## config.mk

```make
export PLATFORM = sky130hd
export DESIGN_NAME = alu_mul_sequencer
export DESIGN_NICKNAME = d
export VERILOG_FILES = /design/src/rtl/alu_mul_sequencer.sv
export SDC_FILE = /design/constraint.sdc
export NUM_CORES = 1
export LEC_CHECK = 0
export ABC_AREA = 1
export BUFFER_PORTS_ARGS = -buffer_cell sky130_fd_sc_hd__buf_4
export CAP_MARGIN = 25
export CELL_PAD_IN_SITES_DETAIL_PLACEMENT = 1
export CELL_PAD_IN_SITES_GLOBAL_PLACEMENT = 1
export CORE_MARGIN = 10
export CORE_UTILIZATION = 36
export DETAILED_ROUTE_END_ITERATION = 16
export PLACE_DENSITY = 0.91
export SETUP_SLACK_MARGIN = 0.02
export SYNTH_ARGS = -nofsm -noshare
export SYNTH_HDL_FRONTEND = slang
export SYNTH_SLANG_ARGS = --single-unit
```

## constraint.sdc

```tcl
create_clock -name clk -period 1.9 [get_ports clk]
set_clock_uncertainty 0.05 [all_clocks]
set_input_delay 0 -clock clk [delete_from_list [all_inputs] [get_ports clk]]
set_output_delay 0 -clock clk [all_outputs]
set_load 0.02 [all_outputs]
```

## src/rtl/alu_mul_sequencer.sv

```systemverilog
// alu_mul_sequencer: iterative shift-add 32x32 multiplier that borrows the
// single-cycle ALU for its additions. One add per RUN cycle, low 32 bits of
// the product returned with a one-cycle done pulse.
//
// Optional feature: define MUL_EARLY_EXIT_EN to end RUN as soon as the
// remaining multiplier bits are all zero. The default build always runs
// 32 RUN cycles. Results are identical in both builds.
module alu_mul_sequencer (
   input  logic        clk,
   input  logic        rst_n,
   input  logic        start,
   input  logic [31:0] op_a,
   input  logic [31:0] op_b,
   output logic        busy,
   output logic        done,
   output logic [31:0] result,
   output logic [31:0] alu_operand1,
   output logic [31:0] alu_operand2,
   output logic [3:0]  alu_control,
   input  logic [31:0] alu_out
);

   typedef enum logic [1:0] {
      IDLE = 2'd0,
      RUN  = 2'd1,
      DONE = 2'd2
   } state_t;

   localparam logic [3:0] ALU_ADD  = 4'b0010;
   localparam logic [3:0] ALU_NONE = 4'b0000;

   state_t      state;
   state_t      state_nxt;
   logic [31:0] acc;
   logic [31:0] mcand;
   logic [31:0] mplier;
   logic [4:0]  cnt;
   logic [31:0] acc_nxt;
   logic        last;

   // Accumulator update for this RUN cycle and the end-of-RUN condition.
   // The add result is only taken when the current multiplier bit is set.
   always_comb begin
      acc_nxt = mplier[0] ? alu_out : acc;
`ifdef MUL_EARLY_EXIT_EN
      // Stop once no set multiplier bits remain after this shift.
      last = (cnt == 5'd31) || (mplier[31:1] == 31'd0);
`else
      last = (cnt == 5'd31);
`endif
   end

   // State register.
   always_ff @(posedge clk or negedge rst_n) begin
      if (!rst_n) begin
         state <= IDLE;
      end else begin
         state <= state_nxt;
      end
   end

   // Next-state logic and state-decoded outputs. ALU drive comes from
   // registers only, so start has no combinational path to any output.
   always_comb begin
      state_nxt    = state;
      busy         = 1'b0;
      done         = 1'b0;
      alu_operand1 = 32'd0;
      alu_operand2 = 32'd0;
      alu_control  = ALU_NONE;
      case (state)
         IDLE: begin
            if (start) begin
               state_nxt = RUN;
            end
         end
         RUN: begin
            busy         = 1'b1;
            alu_operand1 = acc;
            alu_operand2 = mcand;
            alu_control  = ALU_ADD;
            if (last) begin
               state_nxt = DONE;
            end
         end
         DONE: begin
            done      = 1'b1;
            state_nxt = IDLE;
         end
         default: begin
            state_nxt = IDLE;
         end
      endcase
   end

   // Datapath registers: operand load on accepted start, shift-add per RUN
   // cycle, result capture on the edge that enters DONE.
   always_ff @(posedge clk or negedge rst_n) begin
      if (!rst_n) begin
         acc    <= 32'd0;
         mcand  <= 32'd0;
         mplier <= 32'd0;
         cnt    <= 5'd0;
         result <= 32'd0;
      end else begin
         case (state)
            IDLE: begin
               if (start) begin
                  acc    <= 32'd0;
                  mcand  <= op_a;
                  mplier <= op_b;
                  cnt    <= 5'd0;
               end
            end
            RUN: begin
               acc    <= acc_nxt;
               mcand  <= mcand << 1;
               mplier <= mplier >> 1;
               cnt    <= cnt + 5'd1;
               if (last) begin
                  result <= acc_nxt;
               end
            end
            default: begin
            end
         endcase
      end
   end

endmodule
```

* Word level (Yosys, flattened, before mapping)
Cells that the tools add are included.
** Word-level totals
- Register bits :: 135
- Input bits :: 99
- Output and inout port bits :: 102
** Cells by class
- Add/subtract/negate cells :: 1
- Equal/unequal tests :: 5
- Mux-type cells :: 17
- Reduce and logical (&&, ||, !) cells :: 5
** Operator list (count)
- two-way mux 32 bit :: 6
- case mux 32 bit (2 select lines) :: 3
- case mux 5 bit (2 select lines) :: 1
- two-way mux 2 bit :: 3
- AND reduction 2 bit :: 3
- adder 5 x 1 -> 5 bit, second input constant :: 1
- equality test 5 bit, second input constant :: 1
- two-way mux 5 bit :: 1
- != test 2 bit, second input constant :: 2
- case mux 2 bit (2 select lines) :: 1
- equality test 2 x 1 -> 1 bit, second input constant :: 1
- equality test 2 bit, second input constant :: 1
- zero test 2 bit :: 1
- two-way mux 1 bit :: 2
- nonzero test 2 bit :: 1

* Longest topological paths before layout
Gate-level depths: netlist (run 1).
- Word-level depth :: 3
- Depth in mapped cells :: 9
- Depth with buffers taken out :: 8

* Worst setup path before layout (run 1)
No wires, ideal clock.
- Kind :: register -> register
- Start point :: register cnt[0]
- End point :: register result[17]
- Setup time :: 0.065 ns
- Arrival time :: 1.526 ns
- Setup slack :: 0.259 ns
- Stages on the path, launching flop included :: 10
- Cell sequence :: dfrtp_1 -> ha_1 -> nand2_1 -> nor2_1 -> ha_1 -> inv_1 -> nor2_2 -> clkbuf_1 -> nand2_1 -> nand2_1
** Between the ends
- Longest elaborated chain between the ends :: 2
** Ends and longest elaborated chain
- start: declaration :: line 37 : logic [4:0] cnt;
- start signal: assignment :: line 119 : cnt <= cnt + 5'd1;
- equality test 5 bit :: line 49 : last = (cnt == 5'd31);
- AND reduction 2 bit (no source line)
- end signal: assignment :: line 121 : result <= acc_nxt;
- end: declaration :: line 16 : output logic [31:0] result,
No other way between the ends.
A chain may end at the register's enable or synchronous reset.

* Final worst setup path (run 1)
- Start point :: register state[1]
- End point :: output port alu_operand1[9]
** Between the ends
- Longest elaborated chain between the ends :: 2
** Ends and longest elaborated chain
- start: declaration :: line 32 : state_t state;
- start signal: assignment :: line 58 : state <= state_nxt;
- equality test 2 x 1 -> 1 bit :: line 71 : case (state)
- two-way mux 32 bit :: line 71
- end: declaration :: line 17 : output logic [31:0] alu_operand1,
No other way between the ends.

==> results.txt, run 1 <==
----------------------------------------------------
[Outcome]
  Status ... finished clean

[Job]
  Max cap viols ... 0

[Placement]
  Instance area at placement ... approximately 0.008 mm²
  Dpl ws ... between 100 and 150 ps
  Port-buffer cells ... 197
  Detailed Place HPWL ... 15.4 mm
  Final weighted congestion of routability-driven global placement ... approximately 0.75
  Number of cells in the design after placement ... ~1200

[Floorplan]
  I/O pins ... 201
  Area of the die ... around 0.023 mm²
  Horizontal extent of the die ... roughly 150 µm
  Standard cell core area ... approximately 0.017 mm²
  Die span in y ... about 150 µm
  FP Rows ... 48
  Initial core utilization ... 0.366

[Global routing]
  Largest net degree at the start of global routing ... 75
  First-pass GRT wire length ... 42.1 mm
  Initial antenna violation count ... 1
  GR Overflow Total ... 0
  Number of global-route vias before repair ... approximately 7600
  Total global-route track usage ... 0.218

[Finish]
  Final Instance Count excl. Fillers ... roughly 1300
  Final layout net count ... approximately 1200
  Post-route core utilization ... 0.570
  Fraction of layout instances using a drive strength above 1 ... 0.240
  Final Instance Area ... between 0.009 and 0.01 mm²
  Area growth, synth to finish ... 55.6%

[Drt]
  Routed via count ... about 6900
  Detailed Route Iter0 Violations ... ~400
  Number of DRC violations after detailed routing ... 0
  DRT Pass-1 Iters ... 5
  Drt total wl ... around 27 mm
  Count of nets left with antenna violations after detail routing ... 0
  Average wire per standard cell ... about 20 µm
  Vias/cell ... ~5.1

[Synth]
  Warning count from the yosys run ... 0
  Netlist Area Pre-Place ... 0.00634 mm²
  Seq cells post-synth ... around 140
  Number of different library cells in the post-synthesis netlist ... 17
  Synth Instances ... just over 800
  Average footprint of a synthesized cell ... 7.67 µm²
  Sequential-to-total area share from yosys stat ... 0.533

[CTS]
  Clk root buf ... sky130_fd_sc_hd__clkbuf_16
  H-tree depth reported by CTS ... 4
  Inserted Clock Buffers ... 17
  Clock transition at path regs ... about 60 ps
  CTS tree ... built
  Maximum clock insertion buffer count ... 2
  Number of sinks driven by the clock tree ... ~140
  Insertion delay to the later sink of the worst-skew pair ... about 420 ps

[Power]
  Power per unit of standard cell area ... ~1700 mW/mm²
  Standby leakage power ... 0.00510 µW
  Worst supply voltage drop on vdd ... 0.000765 V

[Timing]
  Worst setup slack after layout ... a little under 50 ps
  Setup repair after global routing missed its margin ... true
  Worst Hold Slack ... 20.2 ps
  Hold violation total from the final report ... 0
  Relative slew slack ... 0.584
  Clock period minus worst slack ... 1850 ps
  Post-route fraction of the period consumed by the critical path ... 0.974
  Final setup violating endpoints ... 0
  Slew @ Worst Pin ... approximately 620 ps
  Final Max Tran Viols ... 0
  Timing-limited maximum frequency ... approximately 0.54 GHz

[Setup path]
  Number of stages on the worst setup path ... 6
  Type of the setup path with the least slack ... reg2out
  Type of element launching the critical path ... register
  Chain of cells forming the critical path ... inv_2 > nand2_4 > buf_16 > buf_8 > nor2_1 > buf_4
  Number of buffer and inverter instances along the worst setup path ... 4
  CP endpoint kind ... output pin
  Master of the slowest instance on the critical path ... sky130_fd_sc_hd__dfrtp_1
  Required time of the critical path ... roughly 1900 ps
  Dominant delay contributor by cell family on the critical path ... buffers and inverters
  Arrival time at the worst endpoint ... around 1800 ps
  Count of cells along the worst register-to-register path ... 8
  Maximum fanout along the worst path ... 37
  Peak per-stage delay on the critical path ... about 370 ps

[Hold path]
  Worst hold path cell count ... 5
  Tightest Hold Check Type ... in2reg

----------------------------------------------------
-- routing by layer --
layer / vias up / GRT usage / share of wire
li1: 3178 / - / -
met1: 3431 / 0.254 / 0.40
met2: 241 / 0.385 / 0.52
met3: 35 / 0.0607 / 0.064
met4: 0 / 0.0509 / 0.015
met5: - / 0 / 0
-- Yosys cell counts --
cell type / number / area share
sky130_fd_sc_hd__ha_1: 2 / 0.0039
sky130_fd_sc_hd__clkbuf_1: 31 / 0.018
sky130_fd_sc_hd__nor2_2: 2 / 0.0020
sky130_fd_sc_hd__conb_1: 1 / 0.00059
sky130_fd_sc_hd__o21ai_1: 4 / 0.0032
sky130_fd_sc_hd__nand4_1: 1 / 0.00099
sky130_fd_sc_hd__o21bai_1: 1 / 0.0012
sky130_fd_sc_hd__a21oi_1: 1 / 0.00079
sky130_fd_sc_hd__nand2_1: 289 / 0.17
sky130_fd_sc_hd__inv_2: 1 / 0.00059
sky130_fd_sc_hd__nor2_1: 37 / 0.022
sky130_fd_sc_hd__o21ai_0: 93 / 0.073
sky130_fd_sc_hd__buf_2: 24 / 0.019
sky130_fd_sc_hd__dfrtp_1: 135 / 0.53
sky130_fd_sc_hd__buf_4: 5 / 0.0059
sky130_fd_sc_hd__nand3_1: 132 / 0.10
sky130_fd_sc_hd__inv_1: 67 / 0.040
-- path summary, 6_finish.rpt --
path | start | to | slack [ps]
max | state[1] | alu_operand1[9] | 50
max in group asynchronous | rst_n | mcand[2] | 1090
max reg2reg | cnt[1] | result[16] | 110
min reg2reg | mplier[12] | mplier[11] | 450
min in group asynchronous | rst_n | acc[26] | 50
min | alu_out[16] | result[16] | 20
-- stage by stage --
step / TNS, ps / total power [µW]
finish: 0 / 16500
global route: -49.1 / 17500
CTS: 0 / 16200
detailed placement: 0 / 12300
global placement: 0 / 11900
floorplan: 0 / 9090
-- flip-flops by register name, indices dropped and copies added (netlist names) --
| register | cells |
|---|---|
| acc | 32 |
| cnt | 5 |
| mcand | 32 |
| mplier | 32 |
| result | 32 |
| state | 2 |
-- kinds of logic after synthesis --
kind of cell / after synthesis / share of synthesized area
simple gates: 461 / 0.300
flops: 135 / 0.533
buf+inv: 128 / 0.0835
other cells: 1 / 0.000592
compound gates: 99 / 0.0786
fa+ha+maj: 2 / 0.00395
-- power by group --
part	switching, µW	leakage [µW]	internal [µW]
clock network	1370	0.000304	2250
logic	4910	0.00310	2880
registers	882	0.00169	4180
total	7160	0.00510	9310
-- cell usage in the layout (no fill, tap or decap), drive strengths merged, types with 2 or more instances in the layout --
| master | synthesis | final |
|---|---|---|
| buf | 29 | 222 |
| bufinv | 0 | 4 |
| clkbuf | 31 | 21 |
| clkinv | 0 | 6 |
| clkinvlp | 0 | 3 |
| conb | 1 | 3 |
| dfrtp | 135 | 135 |
| dlygate4sd3 | 0 | 96 |
| ha | 2 | 2 |
| inv | 68 | 69 |
| nand2 | 289 | 289 |
| nand3 | 132 | 132 |
| nor2 | 39 | 39 |
| o21ai | 97 | 97 |
-- timing repair --
action | 4_1_cts | 5_1_grt
cloned | 0 | 4
gates resized for setup | 4 | 20
setup buffers | 0 | 3
hold buffers | 96 | 0
pin swaps | 0 | 1
hold endpoints to repair | 261 | 0
endpoints found under the setup margin | 23 | 61
-- worst register-to-register path: cells and delay by family, from the launching register on --
family          cells  cell delay [ps]
compound gates      1              260
fa+ha+maj           2              380
buf+inv             2              290
flops               1              390
simple gates        3              300
-- layout make-up --
type / count / area (µm²)
Antenna cell: 1 / 2.50
Clock buffer: 18 / 439
Clock inverter: 14 / 199
Fill cell: 2012 / 7430
Inverter: 68 / 268
Multi-Input combinational cell: 565 / 2470
Sequential cell: 135 / 3380
Tap cell: 225 / 282
Timing Repair Buffer: 321 / 2820
(Power assumes the default switching activity.)
==> run 2: changes to the inputs <==
HOLD_SLACK_MARGIN = 0.08   (was default)
SETUP_SLACK_MARGIN = default   (was 0.02)
==> results.txt, run 2 (synthesized netlist as in run 1, its figures left out) <==
----------------------------------------------------
[Job]
  Max cap viols ... 0

[Power]
  Sw Ratio ... 0.434
  Combinational share of power ... 0.475
  Share of power burned in registers ... 0.307
  Worst supply voltage drop on vdd ... 0.000754 V
  Internal power contribution ... around 9300 µW
  Power per unit of standard cell area ... about 1700 mW/mm²
  Clock network power share ... 0.218
  Standby leakage power ... around 0.0051 µW
  Switching power ... 7160 µW

[Setup path]
  Register-to-Register Setup Slack ... between 100 and 150 ps
  CP endpoint kind ... output pin
  Number of buffer and inverter instances along the worst setup path ... 5
  Chain of cells forming the critical path ... inv_4 > nand2_4 > inv_8 > buf_12 > nand2_1 > inv_1 > buf_4
  Master of the slowest instance on the critical path ... sky130_fd_sc_hd__dfrtp_1
  Reg-to-reg critical path startpoint ... cnt[1]
  Maximum fanout along the worst path ... 27
  Type of element launching the critical path ... register
  Start point of the critical path ... state[1]
  Number of stages on the worst setup path ... 7
  Capture point of the critical path ... alu_operand2[18]
  Dominant delay contributor by cell family on the critical path ... buffers and inverters
  Required time of the critical path ... between 1500 and 2000 ps
  Count of cells along the worst register-to-register path ... 9
  Terminus of the critical flop-to-flop path ... result[2]
  Arrival time at the worst endpoint ... approximately 1800 ps
  Peak per-stage delay on the critical path ... ~400 ps
  Type of the setup path with the least slack ... reg2out

[Timing]
  Final setup violating endpoints ... 0
  Clock period minus worst slack ... around 1800 ps
  Slew @ Worst Pin ... between 600 and 700 ps
  Timing-limited maximum frequency ... approximately 0.55 GHz
  Final Max Tran Viols ... 0
  Hold violation total from the final report ... 0
  Relative slew slack ... 0.589
  Post-route fraction of the period consumed by the critical path ... 0.952
  Sum of negative setup slack ... 0 ps

[CTS]
  CTS tree ... built
  Maximum clock insertion buffer count ... 2
  Number of sinks driven by the clock tree ... around 140
  H-tree depth reported by CTS ... 4
  Inserted Clock Buffers ... 17
  Clock transition at path regs ... 60 ps
  Clk root buf ... sky130_fd_sc_hd__clkbuf_16
  Insertion delay to the later sink of the worst-skew pair ... roughly 410 ps

[Global routing]
  First-pass GRT wire length ... about 42 mm
  Total global-route track usage ... 0.220
  Number of global-route vias before repair ... about 7700
  Largest net degree at the start of global routing ... 75
  Initial antenna violation count ... 1
  GR Overflow Total ... 0

[Drt]
  Average wire per standard cell ... just over 20 µm
  DRT Pass-1 Iters ... 4
  Routed via count ... between 6000 and 7000
  Vias/cell ... between 5 and 6
  Drt total wl ... 27.2 mm
  Number of DRC violations after detailed routing ... 0
  Detailed Route Iter0 Violations ... 340
  Count of nets left with antenna violations after detail routing ... 0

[Placement]
  Port-buffer cells ... slightly below 200
  Final weighted congestion of routability-driven global placement ... ~0.75
  Number of cells in the design after placement ... between 1000 and 1500
  Detailed Place HPWL ... roughly 15 mm

[Finish]
  Most frequent cells in the layout ... sky130_fd_sc_hd__nand2_1 (286), sky130_fd_sc_hd__buf_4 (210), sky130_fd_sc_hd__dfrtp_1 (134)
  Final-layout fill cell count ... a little over 2000
  Area growth, synth to finish ... 55.7%
  Most common cell after layout, fill and taps aside ... sky130_fd_sc_hd__nand2_1
  Fraction of layout instances using a drive strength above 1 ... 0.239
  Final layout net count ... roughly 1200
  Final Instance Count excl. Fillers ... between 1000 and 1500

[Floorplan]
  Standard cell core area ... about 0.017 mm²
  Die span in y ... between 150 and 200 µm
  Initial core utilization ... 0.366
  I/O pins ... approximately 200
  Horizontal extent of the die ... between 150 and 200 µm
  FP Rows ... 48
  Area of the die ... 0.0233 mm²

[Hold path]
  Tightest Hold Check Type ... in2reg

[Outcome]
  Status ... finished clean

----------------------------------------------------
run 2: cell types whose count changed in the layout (fill, tap and decap cells not counted), sizes merged:
cell / change
inv: +1
clkinv: -1
dlygate4sd3: +3
clkbuf: -1
run 2: worst min-delay path by stage:
| stage | start | endpoint | slack, ps | cells past startpoint |
|---|---|---|---|---|
| floorplan | rst_n | acc[0] | -350 | 0 |
| global placement | rst_n | acc[26] | -110 | 1 |
| detailed placement | rst_n | acc[26] | -110 | 1 |
| CTS | op_a[31] | mcand[31] | 270 | 4 |
| global route | op_a[13] | mcand[13] | 290 | 4 |
| finish | op_a[13] | mcand[13] | 280 | 4 |
run 2: per-stage QoR:
step | cell area, µm² | total power [µW] | setup slack (ps) | hold WS (ps) | utilization
6_report | 9860 | 16500 | 91.5 | 283 | 0.570
5_1_grt | 9860 | 17600 | -29.6 | 290 | 0.570
4_1_cts | 9750 | 16200 | 41.6 | 268 | 0.564
3_5_place_dp | 8110 | 12300 | 129 | -109 | 0.469
3_3_place_gp | 8110 | 11900 | 204 | -114 | 0.469
2_1_floorplan | 6340 | 9090 | 259 | -346 | -
run 2: timing repair:
action / CTS / global route
pin swaps: 0 / 1
buffers inserted: 0 / 2
endpoints found under the setup margin: 23 / 46
endpoints found under the hold margin: 267 / 0
gates cloned: 0 / 3
hold buffers: 99 / 0
gates resized for setup: 4 / 21
run 2: power groups by stage:
stage | Sequential [µW] | Clock, µW | Combinational, µW
global route | 5240 | 3780 | 8560
detailed placement | 5030 | 0 | 7270
floorplan | 5130 | 0 | 3960
CTS | 5010 | 3640 | 7550
global placement | 4950 | 0 | 7000
finish | 5070 | 3600 | 7830
run 2: final cells by class:
class / instances / area (µm²) / area share
clock inverters: 14 / 199 / 0.0202
inverters: 68 / 265 / 0.0269
diodes: 1 / 2.50 / 0.000254
flip-flops and latches: 135 / 3380 / 0.343
clock buffers: 18 / 439 / 0.0445
repair buffers: 323 / 2830 / 0.286
well taps: 225 / 282 / 0.0285
multi-input cells: 565 / 2470 / 0.250
run 2: worst min-delay path, stage by stage:
cell and delay, ps:
sky130_fd_sc_hd__dlygate4sd3_1 520, sky130_fd_sc_hd__buf_4 100, sky130_fd_sc_hd__nand2_1 40, sky130_fd_sc_hd__nand3_1 50
run 2: metal layers:
layer	vias up	track usage	wire, µm
met3	39	0.0581	1700
met1	3401	0.254	10800
li1	3180	-	-
met5	-	0	0
met4	0	0.0554	451
met2	247	0.395	14200
